**config.mk**
```make
export PLATFORM = sky130hd
export DESIGN_NAME = memory_stage
export DESIGN_NICKNAME = d
export VERILOG_FILES = /design/src/rtl/cpu_types_pkg.sv /design/src/rtl/mem_wb_reg.sv /design/src/rtl/memory_stage.sv
export SDC_FILE = /design/constraint.sdc
export NUM_CORES = 1
export LEC_CHECK = 0
export CAP_MARGIN = 20
export CORE_AREA = 2 2 137 139
export DETAILED_ROUTE_END_ITERATION = 8
export DIE_AREA = 0 0 139 141
export PLACE_DENSITY_LB_ADDON = 0.12
export SLEW_MARGIN = 0
export SYNTH_ARGS = -nofsm -noshare
export SYNTH_HDL_FRONTEND = slang
export SYNTH_SLANG_ARGS = --single-unit
```
**constraint.sdc**
```tcl
create_clock -name CLK -period 2.2 [get_ports CLK]
set_input_delay 0.44 -clock CLK [delete_from_list [all_inputs] [get_ports CLK]]
set_output_delay 0.44 -clock CLK [all_outputs]
set_load 0.005 [all_outputs]
```
**src/rtl/cpu_types_pkg.sv**
```systemverilog
// Shared CPU types: data word, register index, memory-stage FSM states and
// the default cache-wait timeout limit.
package cpu_types_pkg;

  localparam int DATA_W             = 32;
  localparam int REG_W              = 5;
  localparam int TIMEOUT_CYCLES_DEF = 255;

  typedef logic [DATA_W-1:0] word_t;
  typedef logic [REG_W-1:0]  regbits_t;

  typedef enum logic [1:0] {
    IDLE   = 2'd0,
    WAIT   = 2'd1,
    HALTED = 2'd2
  } mem_state_t;

endpackage

```
**src/rtl/mem_wb_reg.sv**
```systemverilog
// Memory/writeback pipeline register: captures a completing instruction's
// writeback fields; valid/regWEN/halt are pulses that drop when nothing completes.
module mem_wb_reg
  import cpu_types_pkg::*;
(
  input  logic     CLK,
  input  logic     RST,
  input  logic     load_i,
  input  logic     regwen_i,
  input  logic     halt_i,
  input  regbits_t wsel_i,
  input  word_t    wdat_i,
  output logic     wb_valid_o,
  output logic     wb_regWEN_o,
  output logic     wb_halt_o,
  output regbits_t wb_wsel_o,
  output word_t    wb_wdat_o
);

  logic     valid_q, regwen_q, halt_q;
  regbits_t wsel_q;
  word_t    wdat_q;

  always_ff @(posedge CLK) begin
    if (RST) begin
      valid_q  <= 1'b0;
      regwen_q <= 1'b0;
      halt_q   <= 1'b0;
      wsel_q   <= '0;
      wdat_q   <= '0;
    end else begin
      valid_q  <= load_i;
      regwen_q <= load_i & regwen_i;
      halt_q   <= load_i & halt_i;
      if (load_i) begin
        wsel_q <= wsel_i;
        wdat_q <= wdat_i;
      end
    end
  end

  assign wb_valid_o  = valid_q;
  assign wb_regWEN_o = regwen_q;
  assign wb_halt_o   = halt_q;
  assign wb_wsel_o   = wsel_q;
  assign wb_wdat_o   = wdat_q;

endmodule

```
**src/rtl/memory_stage.sv**
```systemverilog
// Memory stage: issues data-cache requests, stalls execute while waiting,
// resolves branches/jumps and feeds the writeback register.
// Optional cache-wait timeout fault is enabled by defining MEM_TIMEOUT_EN.
module memory_stage
  import cpu_types_pkg::*;
#(
  parameter int TIMEOUT_CYCLES = TIMEOUT_CYCLES_DEF
) (
  input  logic     CLK,
  input  logic     RST,
  input  logic     in_valid,
  input  word_t    in_pc_plus_4,
  input  word_t    in_baddr,
  input  word_t    in_jaddr,
  input  word_t    in_portout,
  input  word_t    in_rdat2,
  input  logic     in_zero,
  input  logic     in_Branch,
  input  logic     in_bne,
  input  logic     in_Jump,
  input  logic     in_JAL,
  input  logic     in_regWEN,
  input  logic     in_MemtoReg,
  input  logic     in_dREN,
  input  logic     in_dWEN,
  input  logic     in_halt,
  input  regbits_t in_wsel,
  output logic     dREN,
  output logic     dWEN,
  output word_t    daddr,
  output word_t    dstore,
  input  logic     dhit,
  input  word_t    dload,
  output logic     ex_en,
  output logic     flush_out,
  output logic     pc_redirect,
  output word_t    pc_target,
  output logic     wb_valid,
  output logic     wb_regWEN,
  output logic     wb_halt,
  output regbits_t wb_wsel,
  output word_t    wb_wdat,
  output logic     halted,
  output logic     mem_err
);

  mem_state_t state_q, state_d;
  logic       mem_op, req, done, take_halt, br_taken, redirect;
  logic       timeout;
  word_t      wdat_sel;

`ifdef MEM_TIMEOUT_EN
  localparam logic [7:0] TO_LAST = 8'(TIMEOUT_CYCLES - 1);
  logic [7:0] cnt_q, cnt_d;
  logic       mem_err_q, mem_err_d;

  assign timeout = (state_q == WAIT) && !dhit && (cnt_q == TO_LAST);

  always_comb begin
    cnt_d     = cnt_q;
    mem_err_d = mem_err_q;
    if (state_q == IDLE && state_d == WAIT) begin
      cnt_d = '0;
    end else if (state_q == WAIT && !dhit) begin
      cnt_d = cnt_q + 8'd1;
    end
    if (timeout) begin
      mem_err_d = 1'b1;
    end
  end

  always_ff @(posedge CLK) begin
    if (RST) begin
      cnt_q     <= '0;
      mem_err_q <= 1'b0;
    end else begin
      cnt_q     <= cnt_d;
      mem_err_q <= mem_err_d;
    end
  end

  assign mem_err = mem_err_q;
`else
  assign timeout = 1'b0;
  assign mem_err = 1'b0;
`endif

  always_ff @(posedge CLK) begin
    if (RST) begin
      state_q <= IDLE;
    end else begin
      state_q <= state_d;
    end
  end

  // A halt takes priority over any memory access carried by the same instruction.
  always_comb begin
    mem_op    = in_dREN | in_dWEN;
    state_d   = state_q;
    ex_en     = 1'b1;
    req       = 1'b0;
    done      = 1'b0;
    take_halt = 1'b0;
    case (state_q)
      IDLE: begin
        if (in_valid) begin
          if (in_halt) begin
            take_halt = 1'b1;
            state_d   = HALTED;
          end else if (mem_op) begin
            req = 1'b1;
            if (dhit) begin
              done = 1'b1;
            end else begin
              ex_en   = 1'b0;
              state_d = WAIT;
            end
          end else begin
            done = 1'b1;
          end
        end
      end
      WAIT: begin
        req   = 1'b1;
        ex_en = 1'b0;
        if (dhit) begin
          done    = 1'b1;
          ex_en   = 1'b1;
          state_d = IDLE;
        end else if (timeout) begin
          state_d = HALTED;
        end
      end
      HALTED: begin
        ex_en = 1'b0;
      end
      default: begin
        state_d = IDLE;
      end
    endcase
  end

  // Execute latch is stalled while waiting, so its outputs hold the request steady.
  assign dWEN   = req & in_dWEN;
  assign dREN   = req & in_dREN & ~in_dWEN;
  assign daddr  = req ? in_portout : '0;
  assign dstore = req ? in_rdat2   : '0;

  assign br_taken    = in_Branch & (in_zero ^ in_bne);
  assign redirect    = done & (br_taken | in_Jump | in_JAL);
  assign pc_redirect = redirect;
  assign flush_out   = redirect;
  assign pc_target   = !redirect ? '0 :
                       (in_Jump | in_JAL) ? in_jaddr : in_baddr;

  assign halted = (state_q == HALTED);

  always_comb begin
    if (in_MemtoReg) begin
      wdat_sel = dload;
    end else if (in_JAL) begin
      wdat_sel = in_pc_plus_4;
    end else begin
      wdat_sel = in_portout;
    end
  end

  mem_wb_reg u_wb (
    .CLK         (CLK),
    .RST         (RST),
    .load_i      (done | take_halt),
    .regwen_i    (in_regWEN & ~take_halt),
    .halt_i      (take_halt),
    .wsel_i      (in_wsel),
    .wdat_i      (wdat_sel),
    .wb_valid_o  (wb_valid),
    .wb_regWEN_o (wb_regWEN),
    .wb_halt_o   (wb_halt),
    .wb_wsel_o   (wb_wsel),
    .wb_wdat_o   (wb_wdat)
  );

endmodule

```
# --- Yosys cells after proc, flatten, opt, wreduce, memory -nomap -nowiden ---
# Index checks and enable logic that the tools add are counted.
classes:
  n_eq_ne: 6
  n_mux: 27
  n_bitwise: 17
  reduce_logical: 2
ops:
  columns: ["cell", "n"]
  rows:
  - ["two-way mux 32 bit", 6]
  - ["two-way mux 1 bit", 12]
  - ["two-way mux 2 bit", 5]
  - ["bitwise AND 1 bit", 8]
  - ["inequality test 3 bit (second input constant)", 2]
  - ["one-hot mux 2 bit (3 select lines)", 1]
  - ["OR 1 bit", 5]
  - ["AND reduction 5 bit", 1]
  - ["inequality test 2 bit (second input constant)", 2]
  - ["one-hot mux 1 bit (2 select lines)", 2]
  - ["NOT 1 bit", 3]
  - ["one-hot mux 1 bit (3 select lines)", 1]
  - ["equality test 2 x 1 -> 1 bit (second input constant)", 1]
  - ["equality test 2 bit (second input constant)", 1]
  - ["logical NOT 2 bit", 1]
  - ["XOR 1 bit", 1]
totals:
  reg_bits: 42
  in_bits: 211
  out_inout_bits: 143
  wordCells: 58

# --- Longest topological paths before layout ---
# Gate-level depths: netlist of the first run.
depth:
  depth_word: 7
  mapped_depth: 6

# --- Modules after synthesis ---
# A second synthesis of the first run with hierarchy kept.
hier_totals:
  cells_unflattened: 452
  hier_area_um2: 3435.8
modules_own_cells:
  columns: ["module", "instances", "cells_each", "area_each_um2"]
  rows:
  - ["memory_stage", 1, 327, 2029.4]
  - ["mem_wb_reg", 1, 125, 1406.3]

# --- Worst setup path after synthesis of the first run ---
# No wires, ideal clock.
synth_timing:
  path_kind: "input-to-output"
  startpoint: "input in_JAL"
  endpoint: "output pc_redirect"
  t_arrival_ps: 1525
  required_time_ps: 1760
  setup_slack_ps: 235
  cell_stages: 6
  n_path_buf: 3
  cell_sequence: "buf_2 nor2_4 a21boi_2 clkbuf_1 nor2_1 buf_4"
synth_between:
  elab_chain_len: 2
synth_rtl:
  columns: ["item", "line", "text"]
  rows:
  - ["start: declaration", "memory_stage.sv:21", "input logic in_JAL,"]
  - ["OR 1 bit", "memory_stage.sv:150", "assign redirect = done & (br_taken | in_Jump | in_JAL);"]
  - ["bitwise AND 1 bit", "memory_stage.sv:150", null]
  - ["end: declaration", "memory_stage.sv:36", "output logic pc_redirect,"]
# No other way between the ends.

# --- Worst setup path in the final report of the first run ---
layout_timing:
  startpoint: "input in_dREN"
  endpoint: "output dstore[25]"
layout_between:
  elab_chain_len: 6
layout_rtl:
  columns: ["item", "line", "text"]
  rows:
  - ["start: declaration", "memory_stage.sv:24", "input logic in_dREN,"]
  - ["OR 1 bit", "memory_stage.sv:98", "mem_op = in_dREN | in_dWEN;"]
  - ["two-way mux 1 bit", "memory_stage.sv:110", "end else if (mem_op) begin"]
  - ["two-way mux 1 bit", "memory_stage.sv:107", "if (in_halt) begin"]
  - ["two-way mux 1 bit", "memory_stage.sv:106", "if (in_valid) begin"]
  - ["one-hot mux 1 bit (2 select lines)", "memory_stage.sv:104", "case (state_q)"]
  - ["two-way mux 32 bit", "memory_stage.sv:147", "assign dstore = req ? in_rdat2 : '0;"]
  - ["end: declaration", "memory_stage.sv:31", "output word_t dstore,"]
# No other way between the ends.

==> impl_metrics.csv, run 1 <==
group,metric,value,unit
run_status,status,"complete, no violations",
detailed_routing,routed_wl,18200,microns
die,start_util,0.192,
timing,holdWs,0.457,ns
die,die_h,141,microns
detailed_routing,drtIter0Drc,130,
detailed_routing,vias_per_cell,4.49,
setup_path,critPathSlowestCell,"dlygate4sd2_1",
clock_tree,htree_levels,2,
timing,finalCritPeriodShare,0.991,
clock_tree,cts_tree,"built",
finish,nNetsFinal,994,
timing,fmax,459,MHz
detailed_routing,drc,0,
pwr,power_frac_comb,0.466,
clock_tree,cts_buffers,5,
setup_path,start_kind,"input pin",
pwr,intPower,2.13,mW
finish,final_cells,1019,
finish,drive_above_1_share,0.268,
yosys,netlist_instances,423,
setup_path,worstPathRequired,1.76,ns
timing,setup-violations-final,0,
yosys,ys_seq_area_frac,0.240,
yosys,syn_avg_cell_area,8.30,sq um
die,die_w,139,microns
yosys,synthFlopType,"dfxtp_1",
yosys,post-synth-top-count-cell,"mux2i_1",
detailed_routing,drtPass1Iterations,4,
pwr,clockPowerShare,0.248,
grt,grt_max_degree,76,
yosys,synthTopCellsByArea,"dfxtp_1, mux2i_1, and3_1",
yosys,synth_warnings,0,
finish,stdcell_area,8040,sq um
pwr,seqPwrFrac,0.286,
detailed_routing,vias,4578,
clock_tree,clk_pin_slew,0.05,ns
min_path,holdCritPathClass,"reg2reg",
yosys,synth_cell_types,35,
die,die-area,19600,sq um
grt,gr-total-overflow,0,
clock_tree,clk_path_buf_depth,2,
timing,hold_viol,0,
setup_path,critical_path_class,"in2out",
yosys,synth_common_cells,"mux2i_1, and3_1, nand2_1, dfxtp_1, nor3_1",
placed_design,hpwl,13400,microns
finish,syn_to_final_growth,129,%
timing,period_needed,2.18,ns
flow_run,drv_cap,0,
placed_design,dp_cells,988,
setup_path,regToRegSetupSlack,0.66,ns
yosys,syn_area,3510,sq um
setup_path,end_kind,"output pin",
timing,fin_skew,0.00902,ns
die,core,18300,sq um
grt,grt_pass1_vias,4645,
die,io-pin-count,354,
yosys,async_reset_ff_frac,0,
placed_design,post_dp_cell_area,7400,sq um
pwr,p_total,2.99,mW
setup_path,cp_max_fo,9,
clock_tree,clk_latency,0.28,ns
grt,grt_antenna_before_repair,1,
clock_tree,cts_root_buffer,"clkbuf_16",
placed_design,portBuffers,352,
grt,grt_pass1_wl,27300,microns
pwr,cellPowerDensity,373,nW/um^2
setup_path,max_stage_delay,0.26,ns
pwr,power_leakage,3.48,nW
timing,slew_viol_final,0,
setup_path,worstPathArrival,1.74,ns
clock_tree,clock_sinks,42,
grt,track_usage,0.177,
yosys,synth_top_area_frac,0.240,
pwr,power.switching,0.867,mW
detailed_routing,wl_per_cell,17.9,microns
placed_design,routabilityCongestion,0.895,
yosys,yosys.area.top_type,"dfxtp_1",
setup_path,cp_cell_sequence,"buf_6 -> or2_4 -> a21o_4 -> buf_12 -> buf_16 -> and3_1 -> dlygate4sd2_1",
timing,setup_tns,0,ns
pwr,power.share.switching,0.290,
detailed_routing,postRouteAntennaNets,0,
die,row_count,50,
timing,rsz0062_at_grt,"true",
pwr,irDropWorstVdd,0.273,mV
clock_tree,cts_hold_buf,0,
yosys,synth-edff-count,0,
yosys,ys_ff_latch,42,
yosys,synth_nets,634,
## logic make-up after synthesis
kind of cell,count (synthesis),synth area share
simple gates,185,0.287
mux,102,0.302
buf+inv,52,0.0795
flops,42,0.240
compound gates,40,0.0881
xor+xnor,1,0.00250
other cells,1,0.00107
## stage by stage
stage	util	setup slack [ns]
4_1_cts	0.439	-0.0765
2_1_floorplan	-	0.235
6_report	0.440	0.0198
3_3_place_gp	0.405	-0.779
5_1_grt	0.440	-0.00540
3_5_place_dp	0.405	-0.762
## repair_timing
item,4_1_cts,5_1_grt
endpoints found under the setup margin,102,80
cloned,8,0
pin swaps,13,8
gates resized for setup,355,52
buffers inserted,15,1
## worst max-delay path: cells and delay by family
family          cells  cell delay (ns)
compound gates      1             0.24
buf+inv             4             0.63
simple gates        2             0.42
## power groups by stage
stage / clock (mW) / sequential (mW) / combinational (mW)
after detailed placement: 0 / 0.873 / 1.26
after floorplan: 0 / 0.877 / 0.448
after global routing: 0.808 / 0.864 / 1.49
final: 0.742 / 0.857 / 1.39
after global placement: 0 / 0.871 / 1.26
after CTS: 0.771 / 0.858 / 1.40
## layer usage
metal  up-vias  GRT usage  share of wire
li1       2239          -              -
met4         0     0.0372          0.012
met5         -          0              0
met2       203      0.348           0.54
met1      2125      0.189           0.37
met3        11     0.0476          0.075
## cells in the final DEF, fill, tap and decap left out, drive strengths merged, types with 2 or more instances in the layout
cell	count
clkdlybuf4s50	241
buf	105
mux2i	70
and3	65
nand2	43
dfxtp	42
clkdlybuf4s15	36
nor3	33
mux2	32
nand2b	32
o211ai	32
dlygate4sd2	14
clkbuf	11
nor2	6
clkinv	3
inv	3
a211oi	2
## final timing paths
| check | startpoint | end | cells past startpoint |
|---|---|---|---|
| max | in_dREN | dstore[25] | 7 |
| min | u_wb.wb_wdat_o[1]$_SDFFE_PP0P_ | u_wb.wb_wdat_o[1]$_SDFFE_PP0P_ | 2 |
| max reg2reg | state_q[0]$_SDFFE_PP0P_ | u_wb.wb_wdat_o[3]$_SDFFE_PP0P_ | 5 |
| min reg2reg | u_wb.wb_wdat_o[1]$_SDFFE_PP0P_ | u_wb.wb_wdat_o[1]$_SDFFE_PP0P_ | 2 |
## cell type report
cell class	count	area, sq um
Antenna cell	1	2.50
Timing Repair Buffer	402	4030
Clock inverter	3	18.8
Fill cell	1770	10200
Clock buffer	5	125
Multi-Input combinational cell	329	2720
Inverter	3	12.5
Tap cell	234	293
Sequential cell	42	843
## flip-flops by register name (all words and copies together) (netlist names)
name              count
u_wb.wb_wdat_o       32
state_q               2
u_wb.wb_wsel_o        5
u_wb.wb_valid_o       1
u_wb.wb_halt_o        1
u_wb.wb_regWEN_o      1
No activity file was read; power rests on OpenSTA's default activity.
==> inputs of run 2 (changes only) <==
--- a/config.mk
+++ b/config.mk
@@ -6,9 +6,9 @@
 export NUM_CORES = 1
 export LEC_CHECK = 0
 export CAP_MARGIN = 20
-export CORE_AREA = 2 2 137 139
+export CORE_AREA = 3 3 138 140
 export DETAILED_ROUTE_END_ITERATION = 8
-export DIE_AREA = 0 0 139 141
+export DIE_AREA = 0 0 141 143
 export PLACE_DENSITY_LB_ADDON = 0.12
 export SLEW_MARGIN = 0
 export SYNTH_ARGS = -nofsm -noshare
==> impl_metrics.csv, run 2 (synthesized netlist as in run 1, its figures left out) <==
group,metric,value,unit
run_status,status,"complete, no violations",
finish,drive_above_1_share,0.258,
pwr,p_total,2.97,mW
setup_path,cp_top_family,"buffers and inverters",
timing,fin_skew,0.00419,ns
detailed_routing,wl_met2,10100,microns
setup_path,critPathSlowestCell,"dlygate4sd2_1",
min_path,whs_path_depth,2,
finish,syn_to_final_growth,124,%
grt,grt_max_degree,49,
finish,mostFrequentLayoutCells,"clkdlybuf4s50_1, mux2i_1, and3_1, nand2_1, dfxtp_1",
clock_tree,cts_hold_buf,0,
timing,slew_viol_final,0,
grt,track_usage,0.172,
placed_design,portBuffers,352,
setup_path,worstPathArrival,1.76,ns
finish,final_core_util,0.437,
die,io-pin-count,354,
setup_path,cp_max_fo,12,
detailed_routing,postRouteAntennaNets,0,
detailed_routing,highest_layer,"met4",
timing,finalCritPeriodShare,0.999,
flow_run,drv_cap,0,
pwr,cellPowerDensity,378,nW/um^2
finish,multiInputGateArea,2610,sq um
finish,largest_reg_flops,32,
setup_path,start_kind,"input pin",
finish,nNetsFinal,994,
finish,final_cells,1013,
setup_path,regToRegSetupSlack,0.69,ns
die,die_w,141,microns
timing,fmax,455,MHz
timing,rsz0062_at_grt,"true",
min_path,holdCritPathClass,"reg2reg",
finish,regArea,843,sq um
detailed_routing,wl_per_cell,18.3,microns
detailed_routing,vias_per_cell,4.50,
detailed_routing,drtPass1Iterations,4,
detailed_routing,met1Wirelength,6800,microns
detailed_routing,dr_wl_met3,1310,microns
setup_path,reg2regPathDepth,5,
clock_tree,cts_buffers,5,
grt,grt_antenna_before_repair,1,
setup_path,end_kind,"output pin",
detailed_routing,routed_wl,18500,microns
clock_tree,cts_tree,"built",
clock_tree,cts_root_buffer,"clkbuf_16",
setup_path,cp_cell_sequence,"dlygate4sd2_1 -> nor2_4 -> buf_4 -> a21boi_4 -> buf_4 -> buf_16 -> nor3_2 -> dlygate4sd2_1",
detailed_routing,drtIter0Drc,100,
pwr,irDropWorstVdd,0.257,mV
die,row_count,49,
grt,grt_pass1_vias,4905,
timing,setup-violations-final,0,
setup_path,critical_path_class,"in2out",
die,core,18000,sq um
die,die-area,20200,sq um
setup_path,critPathBufInv,5,
setup_path,reg2reg_from,"state_q[0]$_SDFFE_PP0P_",
setup_path,timing.rr.end,"u_wb.wb_wdat_o[14]$_SDFFE_PP0P_",
clock_tree,clock_sinks,42,
setup_path,max_stage_delay,0.28,ns
grt,gr-total-overflow,0,
timing,hold_viol,0,
clock_tree,clk_path_buf_depth,2,
clock_tree,htree_levels,2,
grt,grt_pass1_wl,27300,microns
die,start_util,0.195,
finish,final_common_cell,"clkdlybuf4s50_1",
placed_design,routabilityCongestion,0.803,
min_path,hold_path.startpoint,"u_wb.wb_wsel_o[2]$_SDFFE_PP0P_",
pwr,power_leakage,3.47,nW
detailed_routing,vias,4554,
placed_design,hpwl,13600,microns
timing,period_needed,2.20,ns
min_path,hold_end,"u_wb.wb_wsel_o[2]$_SDFFE_PP0P_",
clock_tree,clk_pin_slew,0.06,ns
setup_path,worstPathRequired,1.76,ns
detailed_routing,drc,0,
finish,diodes,0,
finish,n_fill_cell,1735,
die,die_h,143,microns
clock_tree,clk_latency,0.29,ns
placed_design,dp_cells,977,
## run 2: cell count changes in the layout (fill, tap and decap cells not counted), sizes merged
cell | previous run | this run
buf | 105 | 79
bufbuf | 0 | 2
dlymetal6s2s | 0 | 3
clkinv | 3 | 1
dlygate4sd2 | 14 | 16
clkdlybuf4s15 | 36 | 27
clkdlybuf4s50 | 241 | 240
diode | 1 | 0
clkbuf | 11 | 42
## run 2: area by class of cell
type,count,share of cell area
Clock buffer,7,0.0182
Sequential cell,42,0.107
Timing Repair Buffer,402,0.503
Multi-Input combinational cell,329,0.332
Clock inverter,1,0.000638
Inverter,3,0.00144
Tap cell,229,0.0365
## run 2: how the worst max path moves through the flow
stage               slack [ns]  depth (start not counted)     from      endpoint
finish                   0.003                          8  in_Jump  pc_target[0]
global route             -0.05                          8  in_Jump  pc_target[0]
global placement         -0.52                          6  in_dWEN         ex_en
detailed placement       -0.55                          6  in_dWEN         ex_en
CTS                      -0.19                          7  in_halt   pc_redirect
floorplan                 0.23                          6   in_JAL   pc_redirect
## run 2: where the power goes
group	internal [mW]	switching (mW)	leakage (nW)
Combinational	0.864	0.488	3.05
Sequential	0.825	0.0335	0.346
Clock	0.450	0.304	0.0739
## run 2: stage by stage
stage | area, sq um | setup TNS (ns) | hold WS (ns) | setup WS [ns]
2_1_floorplan | 3510 | 0 | 0.451 | 0.235
3_3_place_gp | 7350 | -46.05 | 0.445 | -0.516
3_5_place_dp | 7350 | -49.89 | 0.450 | -0.550
4_1_cts | 7730 | -0.875 | 0.462 | -0.190
5_1_grt | 7850 | -0.220 | 0.484 | -0.0486
6_report | 7850 | 0 | 0.457 | 0.00300
## run 2: tightest hold or removal path: cells and delay by family (launching register included)
family        cells  cell delay (ns)
simple gates      1             0.05
mux               1             0.05
flops             1             0.31
## run 2: what timing repair did
item	in CTS	in global routing
endpoints found under the hold margin	0	0
cloned	7	4
resized for setup	239	120
setup endpoints to repair	102	83
setup buffers	10	8
pin swaps	5	4
## run 2: metal layers
| metal | track usage | up-vias |
|---|---|---|
| met2 | 0.333 | 188 |
| met4 | 0.0444 | 0 |
| met3 | 0.0459 | 19 |
| met5 | 0 | - |
| met1 | 0.183 | 2108 |
| li1 | - | 2239 |
